## src/rtl/pl_trace_pkg.sv

```systemverilog
// pl_trace_pkg: shared record kinds, header layout, serializer states and record metadata
package pl_trace_pkg;
  localparam logic [1:0] KIND_REG = 2'b01;
  localparam logic [1:0] KIND_MEM = 2'b10;
  localparam int KIND_MSB = 31;
  localparam int KIND_LSB = 30;
  localparam int RD_MSB = 29;
  localparam int RD_LSB = 25;
  localparam int SEQ_MSB = 15;
  localparam int SEQ_LSB = 0;
  typedef enum logic [1:0] {S_IDLE, S_HDR, S_W1, S_W2} state_t;
  typedef struct packed {
    logic [1:0]  kind;
    logic [4:0]  rd;
    logic [15:0] seq;
  } trace_rec_t;
  function automatic logic [31:0] hdr_word(trace_rec_t r);
    logic [31:0] h;
    h = '0;
    h[KIND_MSB:KIND_LSB] = r.kind;
    h[RD_MSB:RD_LSB] = r.rd;
    h[SEQ_MSB:SEQ_LSB] = r.seq;
    return h;
  endfunction
endpackage

```

## src/rtl/trace_fifo.sv

```systemverilog
// trace_fifo: 2-write/1-read record FIFO; port 0 has priority for the last free slot
module trace_fifo #(
  parameter int DEPTH = 8,
  parameter int W = 32,
  localparam int AW = $clog2(DEPTH),
  localparam int FW = AW + 1
) (
  input  logic          clk,
  input  logic          reset,
  input  logic          push0,
  input  logic [W-1:0]  din0,
  input  logic          push1,
  input  logic [W-1:0]  din1,
  input  logic          pop,
  output logic [W-1:0]  dout,
  output logic [FW-1:0] fill,
  output logic          drop
);
  logic [W-1:0] mem_q [DEPTH];
  logic [AW-1:0] wp_q, wp_d, rp_q, rp_d, wp1;
  logic [FW-1:0] fill_q, fill_d, free;
  logic acc0, acc1;
  // a pop on the same edge frees a slot for the incoming push
  always_comb begin
    free = FW'(DEPTH) - fill_q + FW'(pop);
    acc0 = push0 && free != '0;
    acc1 = push1 && free > FW'(acc0);
    drop = (push0 && !acc0) || (push1 && !acc1);
    wp1 = wp_q + AW'(acc0);
    wp_d = wp1 + AW'(acc1);
    rp_d = rp_q + AW'(pop);
    fill_d = fill_q + FW'(acc0) + FW'(acc1) - FW'(pop);
  end
  always_ff @(posedge clk) begin
    if (reset) begin
      wp_q <= '0;
      rp_q <= '0;
      fill_q <= '0;
    end else begin
      wp_q <= wp_d;
      rp_q <= rp_d;
      fill_q <= fill_d;
      if (acc0) mem_q[wp_q] <= din0;
      if (acc1) mem_q[wp1] <= din1;
    end
  end
  assign dout = mem_q[rp_q];
  assign fill = fill_q;
endmodule

```

## src/rtl/wb_trace_capture.sv

```systemverilog
// wb_trace_capture: records write-back commits and streams them as 3-word packets.
// Define TRACE_MEM_EN to also capture data-memory stores as MEM records.
module wb_trace_capture
  import pl_trace_pkg::*;
#(
  parameter int DEPTH = 8,
  parameter int DATA_W = 32
) (
  input  logic                     clk,
  input  logic                     reset,
  input  logic                     wb_valid,
  input  logic [DATA_W-1:0]        wb_pc,
  input  logic [4:0]               wb_rd,
  input  logic [DATA_W-1:0]        wb_data,
  input  logic                     mem_we,
  input  logic [DATA_W-1:0]        mem_addr,
  input  logic [DATA_W-1:0]        mem_wdata,
  output logic                     trace_valid,
  input  logic                     trace_ready,
  output logic [DATA_W-1:0]        trace_word,
  output logic                     trace_last,
  output logic                     overflow,
  output logic [$clog2(DEPTH):0]   fill
);
  localparam int MW = $bits(trace_rec_t);
  localparam int RW = MW + 2 * DATA_W;
  state_t state_q, state_d;
  logic [15:0] seq_q, seq_d;
  logic valid_q, valid_d, last_q, last_d, overflow_q, overflow_d;
  logic [DATA_W-1:0] word_q, word_d, a_q, a_d, d_q, d_d;
  logic reg_gen, mem_gen, fire, load, drop;
  logic [RW-1:0] rec0, rec1, head;
  trace_rec_t head_rec;
`ifdef TRACE_MEM_EN
  assign mem_gen = mem_we;
`else
  logic unused_mem;
  assign mem_gen = 1'b0;
  assign unused_mem = ^{mem_we, mem_addr, mem_wdata};
`endif
  assign reg_gen = wb_valid && wb_rd != 5'd0;
  assign rec0 = {KIND_REG, wb_rd, seq_q, wb_pc, wb_data};
  assign rec1 = {KIND_MEM, 5'd0, seq_q + 16'(reg_gen), mem_addr, mem_wdata};
  assign head_rec = head[RW-1:2*DATA_W];
  assign fire = valid_q && trace_ready;
  assign load = fill != '0 && (state_q == S_IDLE || (state_q == S_W2 && fire));
  trace_fifo #(.DEPTH(DEPTH), .W(RW)) u_fifo (
    .clk(clk), .reset(reset),
    .push0(reg_gen), .din0(rec0),
    .push1(mem_gen), .din1(rec1),
    .pop(load), .dout(head), .fill(fill), .drop(drop)
  );
  // a dropped record still consumes its seq so the gap is visible downstream
  always_comb begin
    state_d = state_q;
    valid_d = valid_q;
    word_d = word_q;
    last_d = last_q;
    a_d = a_q;
    d_d = d_q;
    seq_d = seq_q + 16'(reg_gen) + 16'(mem_gen);
    overflow_d = overflow_q | drop;
    if (load) begin
      state_d = S_HDR;
      valid_d = 1'b1;
      word_d = DATA_W'(hdr_word(head_rec));
      last_d = 1'b0;
      a_d = head[2*DATA_W-1:DATA_W];
      d_d = head[DATA_W-1:0];
    end else if (fire) begin
      case (state_q)
        S_HDR: begin
          state_d = S_W1;
          word_d = a_q;
        end
        S_W1: begin
          state_d = S_W2;
          word_d = d_q;
          last_d = 1'b1;
        end
        S_W2: begin
          state_d = S_IDLE;
          valid_d = 1'b0;
          word_d = '0;
          last_d = 1'b0;
        end
        default: ;
      endcase
    end
  end
  always_ff @(posedge clk) begin
    if (reset) begin
      state_q <= S_IDLE;
      seq_q <= '0;
      valid_q <= 1'b0;
      word_q <= '0;
      last_q <= 1'b0;
      overflow_q <= 1'b0;
      a_q <= '0;
      d_q <= '0;
    end else begin
      state_q <= state_d;
      seq_q <= seq_d;
      valid_q <= valid_d;
      word_q <= word_d;
      last_q <= last_d;
      overflow_q <= overflow_d;
      a_q <= a_d;
      d_q <= d_d;
    end
  end
  assign trace_valid = valid_q;
  assign trace_word = word_q;
  assign trace_last = last_q;
  assign overflow = overflow_q;
endmodule
```

## config.mk

```make
export PLATFORM = sky130hd
export DESIGN_NAME = wb_trace_capture
export DESIGN_NICKNAME = d
export VERILOG_FILES = /design/src/rtl/pl_trace_pkg.sv /design/src/rtl/trace_fifo.sv /design/src/rtl/wb_trace_capture.sv
export SDC_FILE = /design/constraint.sdc
export NUM_CORES = 1
export LEC_CHECK = 0
export CAP_MARGIN = 20
export CORE_ASPECT_RATIO = 0.8
export CORE_MARGIN = 1
export CORE_UTILIZATION = 35
export DETAILED_ROUTE_END_ITERATION = 7
export SYNTH_ARGS = -nofsm -noshare
export SYNTH_HDL_FRONTEND = slang
export SYNTH_SLANG_ARGS = --single-unit
```

## constraint.sdc

```tcl
create_clock -name clk -period 33.5 [get_ports clk]
set_input_delay 6.7 -clock clk [delete_from_list [all_inputs] [get_ports clk]]
set_output_delay 6.7 -clock clk [all_outputs]
set_load 0.005 [all_outputs]
```

==> results.tsv, run 1 <==
stage	metric	value	unit
synth	ys async rst share	0	%
clock_tree	hold buffers post-CTS	0	
setup_path	crit path max-delay cell type	and3b_4	
synth	prevailing post-synth register cell	edfxtp_1	
setup_path	Max stage delay on crit path	0.87	ns
die	chip height	267	um
die	Die Area	0.0893	mm2
clock_tree	postcts setup bufs	0	
status	status	complete, no violations	
cells_and_area	Layout fillers	7647	
global_routing	GR peak layer	met2	
die	die span in x	334	um
setup_path	CP arrival	11.26	ns
global_routing	met3 usage	4.19	%
pwr	Logic pwr share	22.6	%
route	DR vias	16100	
cells_and_area	final net count	1977	
clock_tree	Resized Gates After CTS	0	
route	Total Routed Length	73700	um
timing	Tmin final	11.03	ns
placed_design	gpl congestion	0.753	
clock_tree	CTS tree	yes	
die	I/O pin cnt	177	
global_routing	global-route wire length before repair	108000	um
route	first drt pass iteration count	5	
clock_tree	H-Tree Level Count	3	
pwr	Peak VDD IR	0.0000403	V
global_routing	grt met2 use	26.0	%
global_routing	GRT overflow	0	
worst_hold_path	min-delay worst type	flip-flop to flip-flop	
route	Post-route DRC	0	
setup_path	CP required	33.73	ns
synth	Post-Syn Instances	1716	
die	floorplan row count	96	
clock_tree	worst skew pair latency	0.62	ns
pwr	P per Cell Area	76.4	mW/mm2
synth	post-synth net total	1872	
pwr	Power Total	2.72	mW
placed_design	worst slack, placed	21.84	ns
synth	Syn. warnings	0	
synth	number of synthesized flops with an enable pin	680	
run	# Max-Cap Violations	0	
cells_and_area	antenna fix cells	0	
setup_path	crit path max fanout	48	
pwr	Net Sw Frac	29.6	%
placed_design	post-DP HPWL	41200	um
timing	final hold vios	0	
global_routing	met1 Usage GRT	23.2	%
route	vias per cell	5.34	
timing	Slew Viols, Final	0	
clock_tree	CTS Root Buffer Type	clkbuf_16	
synth	flops & latches, synth	807	
cells_and_area	share of layout cells above drive strength 1	15.3	%
clock_tree	CTS clk-pin slew, worst paths	0.06	ns
timing	final setup margin	22.47	ns
timing	Slew @ Worst Pin	1.10	ns
setup_path	worst path cell trace	clkdlybuf4s50_1 -> nand3_1 -> a21o_4 -> inv_2 -> ha_1 -> inv_1 -> nor3_1 -> a211oi_1 -> and3b_4 -> buf_4	
pwr	Switch Pwr	805	uW
global_routing	initial antenna violation count	9	
placed_design	Port Buffers	111	
die	Initial Utilization	35.6	%
timing	fin crit share	32.9	%
setup_path	CP top delay family	buffers and inverters	
setup_path	CP Launch Type	primary input	
timing	Layout Skew	0.0225	ns
route	Starting DRT DRC Count	1435	
pwr	Internal	1.91	mW
clock_tree	TritonCTS buffer count	74	
global_routing	pin count of the biggest net entering global routing	111	
pwr	register share of total power	45.7	%
timing	Setup TNS Final	0	ns
die	Core Region	0.0865	mm2
setup_path	CP bufs+invs	4	
global_routing	GRT Total Usage	16.5	%
cells_and_area	area grow syn2layout	15.5	%
timing	FMAX	90.6	MHz
route	ANT nets after route	0	
timing	RSZ-0062 raised after global routing	no	
global_routing	vias in the first global route	16100	
timing	Final Setup Violations	0	
synth	sequential share of the synthesized area	74.5	%
clock_tree	clk buf depth	3	
synth	Yosys cell types	56	
route	wire per inst	24.5	um
clock_tree	total clock sinks	807	
pwr	clock group share of total power	31.7	%
setup_path	Worst setup EP type	flip-flop	
pwr	Leakage	11.0	nW
timing	Slew headroom	26.3	%
synth	syn_area_per_cell	18.0	um2
setup_path	path type of the worst setup path	primary input to flip-flop	
synth	Mapped Area	0.0308	mm2
-- flip-flops by register name, indices dropped and copies added, names as in the netlist --
name and count:
trace_valid 1, trace_last 1, u_fifo.fill 4, overflow 1, trace_word 32, seq_q 16, d_q 32, u_fifo.rp_q 3
state_q 2, u_fifo.wp_q 3, u_fifo.mem_q 680, a_q 32
-- final timing paths --
path	start	to	slack [ns]	cells after the start
min	overflow	overflow	0.49	2
min reg2reg	overflow	overflow	0.49	2
max reg2reg	state_q[1]	u_fifo.mem_q[0][6]	28.12	11
max	trace_ready	u_fifo.mem_q[0][6]	22.47	10
-- cell usage after synthesis (12+ instances only) --
cell type | count | area share (%)
edfxtp_1 | 680 | 66
mux2i_1 | 148 | 4.8
dfxtp_1 | 127 | 8.2
nor2_1 | 115 | 1.4
mux4_2 | 106 | 7.7
a211oi_1 | 88 | 2.1
nor3_1 | 64 | 1.0
o22ai_1 | 63 | 1.3
buf_2 | 49 | 0.80
clkbuf_1 | 40 | 0.49
nor3b_1 | 34 | 0.83
a21oi_1 | 20 | 0.32
inv_1 | 18 | 0.22
ha_1 | 17 | 0.69
a2111oi_0 | 16 | 0.45
nand2_1 | 12 | 0.15
-- cells by family after synthesis --
kind of cell               Yosys count  share of synthesized area (%)
AOI/OAI and AO/OA                  225                           5.26
xor gates and xnor gates            11                          0.313
adders and majority gates           18                          0.755
buffers and inverters              131                           2.13
DFF                                807                           74.5
muxes                              257                           12.7
and+or+nand+nor                    267                           4.34
-- final cells by class --
cell class / count / area, um2 / area share, %
timing repair buffer: 141 / 1350 / 3.78
tap: 1127 / 1410 / 3.96
inverter: 19 / 71.3 / 0.200
sequential: 807 / 23000 / 64.6
clock buffer: 109 / 2340 / 6.57
multi-input combinational: 778 / 7270 / 20.4
clock inverter: 27 / 185 / 0.520
-- power groups by stage --
stage / clock, mW / sequential [mW] / combinational [mW]
4_1_cts: 0.879 / 1.24 / 0.623
3_5_place_dp: 0 / 1.26 / 0.620
6_report: 0.861 / 1.24 / 0.614
3_3_place_gp: 0 / 1.26 / 0.611
2_1_floorplan: 0 / 1.23 / 0.413
5_1_grt: 0.916 / 1.25 / 0.669
-- through the flow --
stage	std cells	hold slack [ns]	utilization (%)	area, um2
after floorplan	1716	0.435	-	30800
after global placement	2872	0.472	38.2	33100
after detailed placement	2872	0.478	38.2	33100
after CTS	3008	0.489	41.2	35600
after global routing	3008	0.501	41.2	35600
final	3008	0.486	41.2	35600
-- routing by layer --
| layer | up-vias | wire (um) |
|---|---|---|
| li1 | 7095 | - |
| met1 | 8434 | 33600 |
| met2 | 399 | 34100 |
| met3 | 110 | 4720 |
| met4 | 14 | 1140 |
| met5 | - | 89 |
-- worst reg2reg max path, cell delays in order (launching register included) --
cell      delay, ns
dfxtp_1        0.42
ha_1           0.19
buf_4          0.37
nand3_1        0.17
a21o_4         0.39
inv_2          0.57
ha_1           0.37
inv_1          0.12
nor3_1         0.11
a211oi_1       0.50
and3b_4        0.87
buf_4          0.87
-- layout by cell type, fill, tap and decap left out, types with 33 or more instances in the layout --
cell / netlist / routed
clkdlybuf4s50_1: 0 / 110
nor3b_1: 34 / 33
edfxtp_1: 680 / 680
o22ai_1: 63 / 63
mux4_2: 106 / 106
clkbuf_16: 0 / 85
nor2_1: 115 / 113
a211oi_1: 88 / 88
nor3_1: 64 / 64
mux2i_1: 148 / 148
dfxtp_1: 127 / 124
Note: power is estimated with default switching activity, not from simulation.
==> inputs of run 2 (changes only) <==
==> constraint.sdc (replaced) <==
create_clock -name clk -period 9.7 [get_ports clk]
set_input_delay 1.94 -clock clk [delete_from_list [all_inputs] [get_ports clk]]
set_output_delay 1.94 -clock clk [all_outputs]
set_load 0.005 [all_outputs]
==> results.tsv, run 2 (synthesis gave the netlist of run 1 again) <==
stage	metric	value	unit	change
setup_path	path type of the worst setup path	primary input to flip-flop		
pwr	Power Total	9.25	mW	+240%
cells_and_area	max FFs per register	680		unchanged
cells_and_area	Layout fillers	7699		+0.68%
cells_and_area	Top reg by flops	u_fifo.mem_q		
clock_tree	clk buf depth	3		unchanged
pwr	Leakage	10.9	nW	-0.81%
die	Die Area	0.0893	mm2	unchanged
timing	Slew Viols, Final	0		unchanged
clock_tree	CTS Root Buffer Type	clkbuf_16		
clock_tree	postcts setup bufs	0		unchanged
route	Starting DRT DRC Count	1614		+12%
setup_path	Reg2Reg Depth	11		unchanged
setup_path	crit path max fanout	60		+25%
setup_path	CP arrival	6.14	ns	-5.12 ns
cells_and_area	area grow syn2layout	15.1	%	
die	floorplan row count	96		unchanged
timing	Layout Skew	0.0240	ns	+0.00152 ns
clock_tree	CTS tree	yes		
global_routing	GRT overflow	0		unchanged
route	DR vias	16200		+0.73%
cells_and_area	final net count	1982		+0.25%
worst_hold_path	min-delay worst type	flip-flop to flip-flop		
clock_tree	H-Tree Level Count	3		unchanged
clock_tree	total clock sinks	807		unchanged
clock_tree	hold buffers post-CTS	0		unchanged
timing	Slew headroom	25.3	%	-1.0 points
clock_tree	worst skew pair latency	0.63	ns	about the same
timing	hold_ws	0.490	ns	+0.00420 ns
clock_tree	CTS clk-pin slew, worst paths	0.06	ns	about the same
timing	fin crit share	60.8	%	
setup_path	CP Launch Type	primary input		
global_routing	pin count of the biggest net entering global routing	113		+1.8%
pwr	Peak VDD IR	0.000149	V	+270%
die	Initial Utilization	35.6	%	unchanged
cells_and_area	commonest non-fill, non-tap cell in the layout	edfxtp_1		
route	Post-route DRC	0		unchanged
cells_and_area	most frequent cells in the layout	edfxtp_1, mux2i_1, dfxtp_1		
pwr	P per Cell Area	261	mW/mm2	+240%
timing	Setup TNS Final	0	ns	unchanged
global_routing	GRT Total Usage	16.5	%	about the same
placed_design	Port Buffers	111		unchanged
status	status	complete, no violations		
route	Total Routed Length	73500	um	-0.34%
die	Core Region	0.0865	mm2	unchanged
placed_design	gpl congestion	0.781		+3.6%
clock_tree	Resized Gates After CTS	0		unchanged
global_routing	initial antenna violation count	4		-5
placed_design	worst slack, placed	3.13	ns	-18.71 ns
route	vias per cell	5.36		+0.46%
clock_tree	TritonCTS buffer count	74		unchanged
run	# Max-Cap Violations	0		unchanged
setup_path	CP required	9.94	ns	-23.79 ns
placed_design	post-DP HPWL	41900	um	+1.7%
timing	final hold vios	0		unchanged
timing	final setup margin	3.80	ns	-18.67 ns
die	I/O pin cnt	177		unchanged
setup_path	Worst setup EP type	flip-flop		
timing	Final Setup Violations	0		unchanged
timing	RSZ-0062 raised after global routing	no		
timing	FMAX	170	MHz	
global_routing	global-route wire length before repair	108000	um	+0.53%
die	chip height	267	um	unchanged
global_routing	vias in the first global route	16000		-0.34%
route	first drt pass iteration count	5		unchanged
route	ANT nets after route	0		unchanged
timing	Slew @ Worst Pin	1.12	ns	+0.0220 ns
cells_and_area	share of layout cells above drive strength 1	14.7	%	-0.53 points
timing	Tmin final	5.90	ns	
die	die span in x	334	um	unchanged
route	wire per inst	24.4	um	-0.61%
worst_hold_path	Hold Path Cell Cnt	2		unchanged
run 2: report_power, final:
part	total [mW]	internal (mW)	switching, mW
clock network	2.82	1.56	1.26
registers	4.28	4.07	0.208
logic	2.15	0.815	1.34
run 2: cell type report:
class                           instances  area (um2)  share of cell area [%]
Tap cell                             1127        1410                    3.98
Clock inverter                         36         282                   0.794
Antenna cell                            1        2.50                 0.00705
Timing Repair Buffer                  146        1410                    3.99
Clock buffer                          102        2040                    5.75
Inverter                               19        71.3                   0.201
Sequential cell                       807       23000                    64.8
Multi-Input combinational cell        778        7280                    20.5
run 2: final timing paths:
path / startpoint / to / slack [ns]
setup / recovery: trace_ready / u_fifo.mem_q[0][6] / 3.80
setup reg to reg: u_fifo.fill[2] / u_fifo.mem_q[0][6] / 4.62
hold reg to reg: a_q[13] / a_q[13] / 0.49
hold / removal: a_q[13] / a_q[13] / 0.49
run 2: routing by layer:
| metal | wire (um) | track usage [%] | up-vias |
|---|---|---|---|
| li1 | - | - | 7116 |
| met1 | 34300 | 24.4 | 8432 |
| met2 | 33000 | 25.1 | 532 |
| met3 | 5020 | 3.43 | 89 |
| met4 | 1070 | 3.60 | 0 |
| met5 | 0 | 0 | - |
run 2: metrics by stage:
| step | instances | cell area [um2] | util (%) |
|---|---|---|---|
| finish | 3016 | 35500 | 41.0 |
| global route | 3015 | 35500 | 41.0 |
| CTS | 3010 | 35400 | 40.9 |
| detailed placement | 2872 | 33100 | 38.2 |
| global placement | 2871 | 33100 | 38.2 |
| floorplan | 1716 | 30800 | - |
run 2: critical path: stages:
cell and delay, ns:
clkdlybuf4s50_1 0.52, nand3_1 0.18, a21o_4 0.48, inv_2 0.27
ha_1 0.36, inv_1 0.12, nor3_1 0.11, a211oi_1 0.45
and3b_4 0.65, buf_4 0.95
